### src/rtl/spell_mem_loader.sv
// rtl/spell_mem_loader.sv - byte-stream host loader driving single-byte memory accesses
// Frames are CMD, ADDR, LEN, payload; each byte becomes one select/ready handshake on the memory port.
module spell_mem_loader (
   input  logic       clock,
   input  logic       reset_n,
   input  logic [7:0] in_data,
   input  logic       in_valid,
   output logic       in_ready,
   output logic [7:0] out_data,
   output logic       out_valid,
   input  logic       out_ready,
   output logic       mem_select,
   output logic [7:0] mem_addr,
   output logic [7:0] mem_wdata,
   output logic [1:0] mem_type,
   output logic       mem_write,
   input  logic [7:0] mem_rdata,
   input  logic       mem_ready,
   output logic       busy,
   output logic       error
);

   typedef enum logic [2:0] {
      S_IDLE,
      S_ADDR,
      S_LEN,
      S_WDATA,
      S_WMEM,
      S_RMEM,
      S_ROUT
   } state_t;

   state_t     state_q;
   logic       in_ready_q;
   logic       out_valid_q;
   logic       mem_select_q;
   logic       mem_write_q;
   logic       busy_q;
   logic       error_q;
   logic       is_read_q;
   logic [7:0] out_data_q;
   logic [7:0] addr_q;
   logic [7:0] wdata_q;
   logic [7:0] rem_q;
   logic [1:0] type_q;

   logic in_fire;
   logic out_fire;

   assign in_fire  = in_valid & in_ready_q;
   assign out_fire = out_valid_q & out_ready;

   // in_ready_q sits at 1 through reset so the host sees ready on the first cycle after release
   assign in_ready   = in_ready_q & reset_n;
   assign out_data   = out_data_q;
   assign out_valid  = out_valid_q;
   assign mem_select = mem_select_q;
   assign mem_addr   = addr_q;
   assign mem_wdata  = wdata_q;
   assign mem_type   = type_q;
   assign mem_write  = mem_write_q;
   assign busy       = busy_q;
   assign error      = error_q;

   always_ff @(posedge clock) begin
      if (!reset_n) begin
         state_q      <= S_IDLE;
         in_ready_q   <= 1'b1;
         out_valid_q  <= 1'b0;
         mem_select_q <= 1'b0;
         mem_write_q  <= 1'b0;
         busy_q       <= 1'b0;
         error_q      <= 1'b0;
         is_read_q    <= 1'b0;
         out_data_q   <= 8'h00;
         addr_q       <= 8'h00;
         wdata_q      <= 8'h00;
         rem_q        <= 8'h00;
         type_q       <= 2'b00;
      end else begin
         case (state_q)
            S_IDLE: if (in_fire) begin
               type_q    <= in_data[1:0];
               is_read_q <= in_data[6];
               case (in_data[7:6])
                  2'b00, 2'b01: begin
                     state_q <= S_ADDR;
                     busy_q  <= 1'b1;
                  end
                  2'b10:   error_q <= 1'b0;
                  default: error_q <= 1'b1;
               endcase
            end
            S_ADDR: if (in_fire) begin
               addr_q  <= in_data;
               state_q <= S_LEN;
            end
            S_LEN: if (in_fire) begin
               rem_q <= in_data;
               if (is_read_q) begin
                  state_q      <= S_RMEM;
                  in_ready_q   <= 1'b0;
                  mem_select_q <= 1'b1;
                  mem_write_q  <= 1'b0;
               end else begin
                  state_q <= S_WDATA;
               end
            end
            S_WDATA: if (in_fire) begin
               wdata_q      <= in_data;
               mem_write_q  <= 1'b1;
               mem_select_q <= 1'b1;
               in_ready_q   <= 1'b0;
               state_q      <= S_WMEM;
            end
            // Dropping select here guarantees the deselect cycle the memory needs to rearm
            S_WMEM: if (mem_ready) begin
               mem_select_q <= 1'b0;
               in_ready_q   <= 1'b1;
               addr_q       <= addr_q + 8'd1;
               if (rem_q == 8'd0) begin
                  state_q <= S_IDLE;
                  busy_q  <= 1'b0;
               end else begin
                  rem_q   <= rem_q - 8'd1;
                  state_q <= S_WDATA;
               end
            end
            S_RMEM: if (mem_ready) begin
               out_data_q   <= mem_rdata;
               out_valid_q  <= 1'b1;
               mem_select_q <= 1'b0;
               state_q      <= S_ROUT;
            end
            S_ROUT: if (out_fire) begin
               out_valid_q <= 1'b0;
               addr_q      <= addr_q + 8'd1;
               if (rem_q == 8'd0) begin
                  state_q    <= S_IDLE;
                  busy_q     <= 1'b0;
                  in_ready_q <= 1'b1;
               end else begin
                  rem_q        <= rem_q - 8'd1;
                  mem_select_q <= 1'b1;
                  state_q      <= S_RMEM;
               end
            end
            default: state_q <= S_IDLE;
         endcase
      end
   end

endmodule
### config.mk
export PLATFORM = sky130hd
export DESIGN_NAME = spell_mem_loader
export DESIGN_NICKNAME = d
export VERILOG_FILES = /design/src/rtl/spell_mem_loader.sv
export SDC_FILE = /design/constraint.sdc
export NUM_CORES = 1
export LEC_CHECK = 0
export CAP_MARGIN = 40
export CORE_ASPECT_RATIO = 0.6
export CORE_MARGIN = 3
export CORE_UTILIZATION = 30
export CTS_CLUSTER_DIAMETER = 200
export CTS_CLUSTER_SIZE = 8
export DETAILED_ROUTE_END_ITERATION = 10
export GPL_TIMING_DRIVEN = 0
export PLACE_DENSITY = 0.61
export RECOVER_POWER = 25
export SLEW_MARGIN = 30
export SYNTH_ARGS = -nofsm -noshare
export SYNTH_HDL_FRONTEND = slang
export SYNTH_SLANG_ARGS = --single-unit
### constraint.sdc
create_clock -name clock -period 2.12 [get_ports clock]
set_clock_uncertainty 0.05 [all_clocks]
set_input_delay 0.424 -clock clock [delete_from_list [all_inputs] [get_ports clock]]
set_output_delay 0.424 -clock clock [all_outputs]
set_load 0.1 [all_outputs]
==> impl_metrics.env, run 1 <==
export IMPL_status="complete, no violations"
export IMPL_critPathTopFamily="compound AO/OA/AOI/OAI gates"
export IMPL_p_total_mw=2.16
export IMPL_core_area_sq_um=7480
export IMPL_cp_required_ps=2220
export IMPL_synth_seq_cells=44
export IMPL_cp_max_fo=6
export IMPL_vias=2666
export IMPL_synthArstFlopShare_pct=0
export IMPL_design_area_sq_um=3650
export IMPL_cp_num_buf_inv=1
export IMPL_grt_pass1_vias=2433
export IMPL_io_pins=53
export IMPL_placed_area_sq_um=3510
export IMPL_dp_slack_ps=-458
export IMPL_synth_main_ff_cell="dfxtp_1"
export IMPL_antenna_found_initial=0
export IMPL_synth_avg_cell_area_sq_um=7.87
export IMPL_layout_commonest_cell="nand2_1"
export IMPL_drive_above_1_share_pct=15.9
export IMPL_rows=24
export IMPL_tightest_slew_ps=776
export IMPL_crit_slowest_cell="clkdlybuf4s50_1"
export IMPL_min_period_ps=2080
export IMPL_arrival_ps=2170
export IMPL_grt_use_total_pct=18.1
export IMPL_netlist_instances=303
export IMPL_synth_simple_area_share_pct=26.0
export IMPL_start_util_pct=31.9
export IMPL_ys_warn_count=0
export IMPL_hold_viol=0
export IMPL_worstPathCellList="clkdlybuf4s50_1 > nor3b_1 > o21a_1 > a2111oi_0 > o32ai_1"
export IMPL_crit_path_end_kind="register"
export IMPL_io_buffers=51
export IMPL_drc=0
export IMPL_insertion_delay_ps=290
export IMPL_synth_top_family_by_area="compound AO/OA/AOI/OAI gates"
export IMPL_postRouteAntennaNets=0
export IMPL_dieArea_sq_um=9090
export IMPL_syn_nets=326
export IMPL_post_drt_via_cell_ratio=5.34
export IMPL_clkTransAtPathRegs_ps=60
export IMPL_wl_mm=7.96
export IMPL_die_x_um=121
export IMPL_slew_headroom_pct=47.9
export IMPL_cts_made_buffers=5
export IMPL_synth_compound_area_share_pct=28.5
export IMPL_cts_sinks=44
export IMPL_wire_per_inst_um=15.9
export IMPL_netlist_area_sq_um=2390
export IMPL_critPathKind="in -> reg"
export IMPL_final_cell_mix="58 x nand2_1, 51 x clkdlybuf4s50_1, 43 x dfxtp_1"
export IMPL_gp_congestion=0.906
export IMPL_cts_max_level=2
export IMPL_fin_ws_ps=43.2
export IMPL_clock_tree_buffer_depth=2
export IMPL_synthAdderAreaFrac_pct=1.05
export IMPL_synth_xor_area_share_pct=0
export IMPL_rsz0062_at_grt="no"
export IMPL_dp_hpwl_mm=5.93
export IMPL_postCtsHoldBufs=0
export IMPL_setup_violations=0
export IMPL_yosysUniqueCellTypes=58
export IMPL_hp_class="reg -> reg"
export IMPL_cp_slowest_stage_delay_ps=600
export IMPL_drv_cap=0
export IMPL_slew_violations=0
export IMPL_overflow=0
export IMPL_start_kind="primary input"
export IMPL_syn2layout_area_growth_pct=53.1
export IMPL_drtIter0Drc=231
export IMPL_synth_seq_area_share_pct=36.9
export IMPL_die_h_um=75.1
export IMPL_max_freq_ghz=0.482
export IMPL_vdd_drop_max_uv=322
export IMPL_r2r_setup_slack_ps=60
export IMPL_period_share_pct=98.0
export IMPL_synth_mux_area_share_pct=1.26
export IMPL_grt_max_degree=14
export IMPL_p_leak_nw=1.33
export IMPL_grt_pass1_wl_mm=12.9
export IMPL_synth_edf_count=0
export IMPL_final_nets=417
export IMPL_powerDensity_nw_per_um2=591
export IMPL_cts_tree="built"
export IMPL_n_antenna_cell=0
export IMPL_cts_root_buffer="clkbuf_16"
export IMPL_first_pass_iters=5
## cell type report
type,instances,area [sq um]
well taps,104,130
repair buffers,85,963
fillers,688,3820
plain buffers,20,119
inverters,8,30.0
flip-flops and latches,44,882
multi-input cells,230,1370
clock buffers,6,129
clock inverters,2,35.0
## worst paths after layout
kind | from | end | cells after the start
setup reg to reg | rem_q[5]$_SDFFE_PN0P_ | busy$_SDFFE_PN0P_ | 4
hold / removal | out_data[4]$_SDFFE_PN0P_ | out_data[4]$_SDFFE_PN0P_ | 2
hold reg to reg | out_data[4]$_SDFFE_PN0P_ | out_data[4]$_SDFFE_PN0P_ | 2
setup / recovery | in_data[7] | busy$_SDFFE_PN0P_ | 5
## what timing repair did
action,4_1_cts,5_1_grt
hold endpoints to repair,0,0
gates resized for setup,6,1
setup buffers,0,2
pin swaps,0,0
setup endpoints to repair,1,11
## synthesized netlist by cell type (all sizes together), types with 6 or more instances
cell    instances  area share (%)
nand3          19             4.0
o21ai           9             2.0
clkbuf         11             1.7
a21oi          37             7.8
inv             7             1.1
buf            10             3.3
nor2           17             2.7
a221oi          6             2.2
nand2          59             9.4
dfxtp          44              37
o32ai          11             4.0
## per-layer routing
metal | wire length [um] | track usage, % | up-vias
met2 | 3190 | 24.7 | 118
li1 | - | - | 1310
met4 | 51 | 3.73 | 0
met5 | 0 | 0 | -
met1 | 4070 | 28.1 | 1231
met3 | 643 | 4.73 | 7
## report_power, final
group / switching (mW) / total [mW] / internal [mW]
combinational: 0.246 / 0.403 / 0.157
sequential: 0.0209 / 0.867 / 0.846
clock: 0.334 / 0.889 / 0.555
## through the flow
| stage | hold slack [ps] | setup TNS (ps) | instances | utilization [%] |
|---|---|---|---|---|
| finish | 403 | 0 | 499 | 48.9 |
| global route | 422 | 0 | 499 | 48.9 |
| CTS | 406 | 0 | 498 | 49.4 |
| detailed placement | 397 | -1160 | 490 | 46.9 |
| global placement | 392 | -1420 | 458 | 40.5 |
| floorplan | 400 | 0 | 303 | - |
## state kept, by name, indices dropped and copies added, names as in the netlist
| name | cells |
|---|---|
| mem_write | 1 |
| in_ready_q | 1 |
| rem_q | 8 |
| mem_type | 2 |
| state_q | 3 |
| out_data | 8 |
| out_valid | 1 |
| error | 1 |
| mem_addr | 8 |
| mem_wdata | 8 |
| mem_select | 1 |
| busy | 1 |
| is_read_q | 1 |
## kinds of logic (layout without fill, tap and decap cells)
| logic type | count (synthesis) | count (layout) |
|---|---|---|
| fa+ha+maj | 2 | 2 |
| mux | 3 | 3 |
| buf+inv | 29 | 121 |
| compound gates | 99 | 99 |
| flops | 44 | 44 |
| simple gates | 126 | 126 |
## worst register-to-register path: stages, from the launching register on
cell       delay [ps]
dfxtp_1           350
nor3_1            660
nand2_1           240
a2111oi_0         470
o32ai_1           150
Note: power is estimated with default switching activity, not from simulation.
==> run 2, diff against run 1 <==
--- a/config.mk
+++ b/config.mk
@@ -19,3 +19,4 @@
 export SYNTH_ARGS = -nofsm -noshare
 export SYNTH_HDL_FRONTEND = slang
 export SYNTH_SLANG_ARGS = --single-unit
+export TNS_END_PERCENT = 50
==> run 2 against run 1 <==
Compared with the run above: utilization grew 1.1 points; critical path depth decreased by 3; highest routed layer unchanged; sequential power is essentially flat.
==> impl_metrics.env, run 2 (same netlist as run 1, synthesis figures left out) <==
export IMPL_postCtsHoldBufs=0
export IMPL_core_area_sq_um=7480
export IMPL_drtIter0Drc=222
export IMPL_start_util_pct=31.9
export IMPL_r2r_end="rem_q[4]$_SDFFE_PN0P_"
export IMPL_n_antenna_cell=0
export IMPL_dp_hpwl_mm=6.10
export IMPL_dr_wl_met2_mm=3.34
export IMPL_first_pass_iters=5
export IMPL_crit_path_end_kind="output port"
export IMPL_fin_util_pct=49.9
export IMPL_crit_path_start="mem_addr[1]$_SDFFE_PN0P_"
export IMPL_critPathKind="reg -> out"
export IMPL_powerDensity_nw_per_um2=581
export IMPL_antenna_found_initial=0
export IMPL_fin_setup_tns_ps=0
export IMPL_grt_use_total_pct=18.7
export IMPL_wire_per_inst_um=16.6
export IMPL_arrival_ps=1570
export IMPL_p_int_mw=1.56
export IMPL_cts_root_buffer="clkbuf_16"
export IMPL_max_freq_ghz=0.488
export IMPL_p_sw_uw=610
export IMPL_cts_max_level=2
export IMPL_period_share_pct=96.6
export IMPL_pwr_share_seq_pct=40.0
export IMPL_layout_commonest_cell="nand2_1"
export IMPL_hp_class="reg -> reg"
export IMPL_wl_mm=8.32
export IMPL_insertion_delay_ps=300
export IMPL_vdd_drop_max_uv=274
export IMPL_wl_met3_um=638
export IMPL_postRouteAntennaNets=0
export IMPL_grt_max_degree=14
export IMPL_io_buffers=51
export IMPL_gp_congestion=0.913
export IMPL_slew_violations=0
export IMPL_grt_pass1_wl_mm=13.2
export IMPL_drv_cap=0
export IMPL_rows=24
export IMPL_fill_cells=705
export IMPL_topRoutingLayerUsed="met4"
export IMPL_cts_sinks=44
export IMPL_io_pins=53
export IMPL_p_total_mw=2.17
export IMPL_grt_pass1_vias=2478
export IMPL_die_x_um=121
export IMPL_vias=2710
export IMPL_cp_required_ps=1650
export IMPL_final_cell_mix="58 x nand2_1, 50 x clkdlybuf4s50_1, 43 x dfxtp_1"
export IMPL_r2r_setup_slack_ps=100
export IMPL_r2r_cells=7
export IMPL_clock_tree_buffer_depth=2
export IMPL_cts_tree="built"
export IMPL_min_period_ps=2050
export IMPL_p_comb_share_pct=18.7
export IMPL_hold_viol=0
export IMPL_start_kind="register"
export IMPL_drive_above_1_share_pct=15.9
export IMPL_slew_headroom_pct=46.4
export IMPL_cts_made_buffers=5
export IMPL_final_nets=419
export IMPL_pwr_share_clk_pct=41.2
export IMPL_worstSetupEndpoint="mem_addr[1]"
export IMPL_cp_max_fo=7
export IMPL_syn2layout_area_growth_pct=56.4
export IMPL_post_drt_via_cell_ratio=5.41
export IMPL_p_leak_nw=1.36
export IMPL_status="complete, no violations"
export IMPL_dieArea_sq_um=9090
export IMPL_tightest_slew_ps=798
export IMPL_rsz0062_at_grt="yes"
export IMPL_die_h_um=75.1
export IMPL_r2r_start="rem_q[0]$_SDFFE_PN0P_"
export IMPL_wl_met1_mm=4.26
export IMPL_sw_frac_of_total_pct=28.1
export IMPL_clkTransAtPathRegs_ps=60
export IMPL_drc=0
export IMPL_overflow=0
export IMPL_setup_violations=0
-- run 2: per-layer routing --
metal | up-vias | track usage, %
met5 | - | 0
met4 | 0 | 4.84
met3 | 10 | 5.56
met2 | 111 | 25.9
met1 | 1287 | 28.1
li1 | 1302 | -
-- run 2: area by class of cell --
class	count	area, sq um	area share [%]
Clock inverter	2	35.0	0.939
Timing Repair Buffer	86	1030	27.6
Multi-Input combinational cell	230	1360	36.5
Tap cell	104	130	3.49
Clock buffer	6	129	3.45
Buffer	21	131	3.52
Inverter	8	30.0	0.805
Sequential cell	44	882	23.6
-- run 2: stage by stage --
step | cell area, sq um | hold WS [ps] | worst slack (ps) | instances
floorplan | 2390 | 400 | -39.5 | 303
global placement | 3030 | 393 | -836 | 458
detailed placement | 3530 | 401 | -423 | 490
CTS | 3720 | 410 | 9.69 | 498
global route | 3730 | 424 | -43.4 | 501
finish | 3730 | 405 | 72.3 | 501
-- run 2: worst max-delay path: stages (launching register included) --
cell,delay (ps)
dfxtp_1,470
clkdlybuf4s50_1,590
buf_8,210
-- run 2: power by group through the flow --
| stage | registers, mW | logic [mW] | clock network (mW) |
|---|---|---|---|
| 2_1_floorplan | 0.969 | 0.146 | 0 |
| 3_3_place_gp | 0.885 | 0.350 | 0 |
| 3_5_place_dp | 0.886 | 0.394 | 0 |
| 4_1_cts | 0.867 | 0.399 | 0.907 |
| 5_1_grt | 0.871 | 0.430 | 0.946 |
| 6_report | 0.868 | 0.406 | 0.894 |
-- run 2: worst min-delay path by stage --
| stage | slack (ps) | end | startpoint | depth (start not counted) |
|---|---|---|---|---|
| 2_1_floorplan | 400 | rem_q[7]$_SDFFE_PN0P_ | rem_q[7]$_SDFFE_PN0P_ | 2 |
| 3_3_place_gp | 390 | out_data[6]$_SDFFE_PN0P_ | out_data[6]$_SDFFE_PN0P_ | 2 |
| 3_5_place_dp | 400 | out_data[0]$_SDFFE_PN0P_ | out_data[0]$_SDFFE_PN0P_ | 2 |
| 4_1_cts | 410 | out_data[0]$_SDFFE_PN0P_ | out_data[0]$_SDFFE_PN0P_ | 2 |
| 5_1_grt | 420 | rem_q[0]$_SDFFE_PN0P_ | reset_n | 3 |
| 6_report | 400 | out_data[4]$_SDFFE_PN0P_ | out_data[4]$_SDFFE_PN0P_ | 2 |
-- run 2: repair_timing --
action                                  CTS  global route
buffers inserted                          0             3
endpoints found under the setup margin    1            11
resized for setup                         6             2
endpoints found under the hold margin     0             0
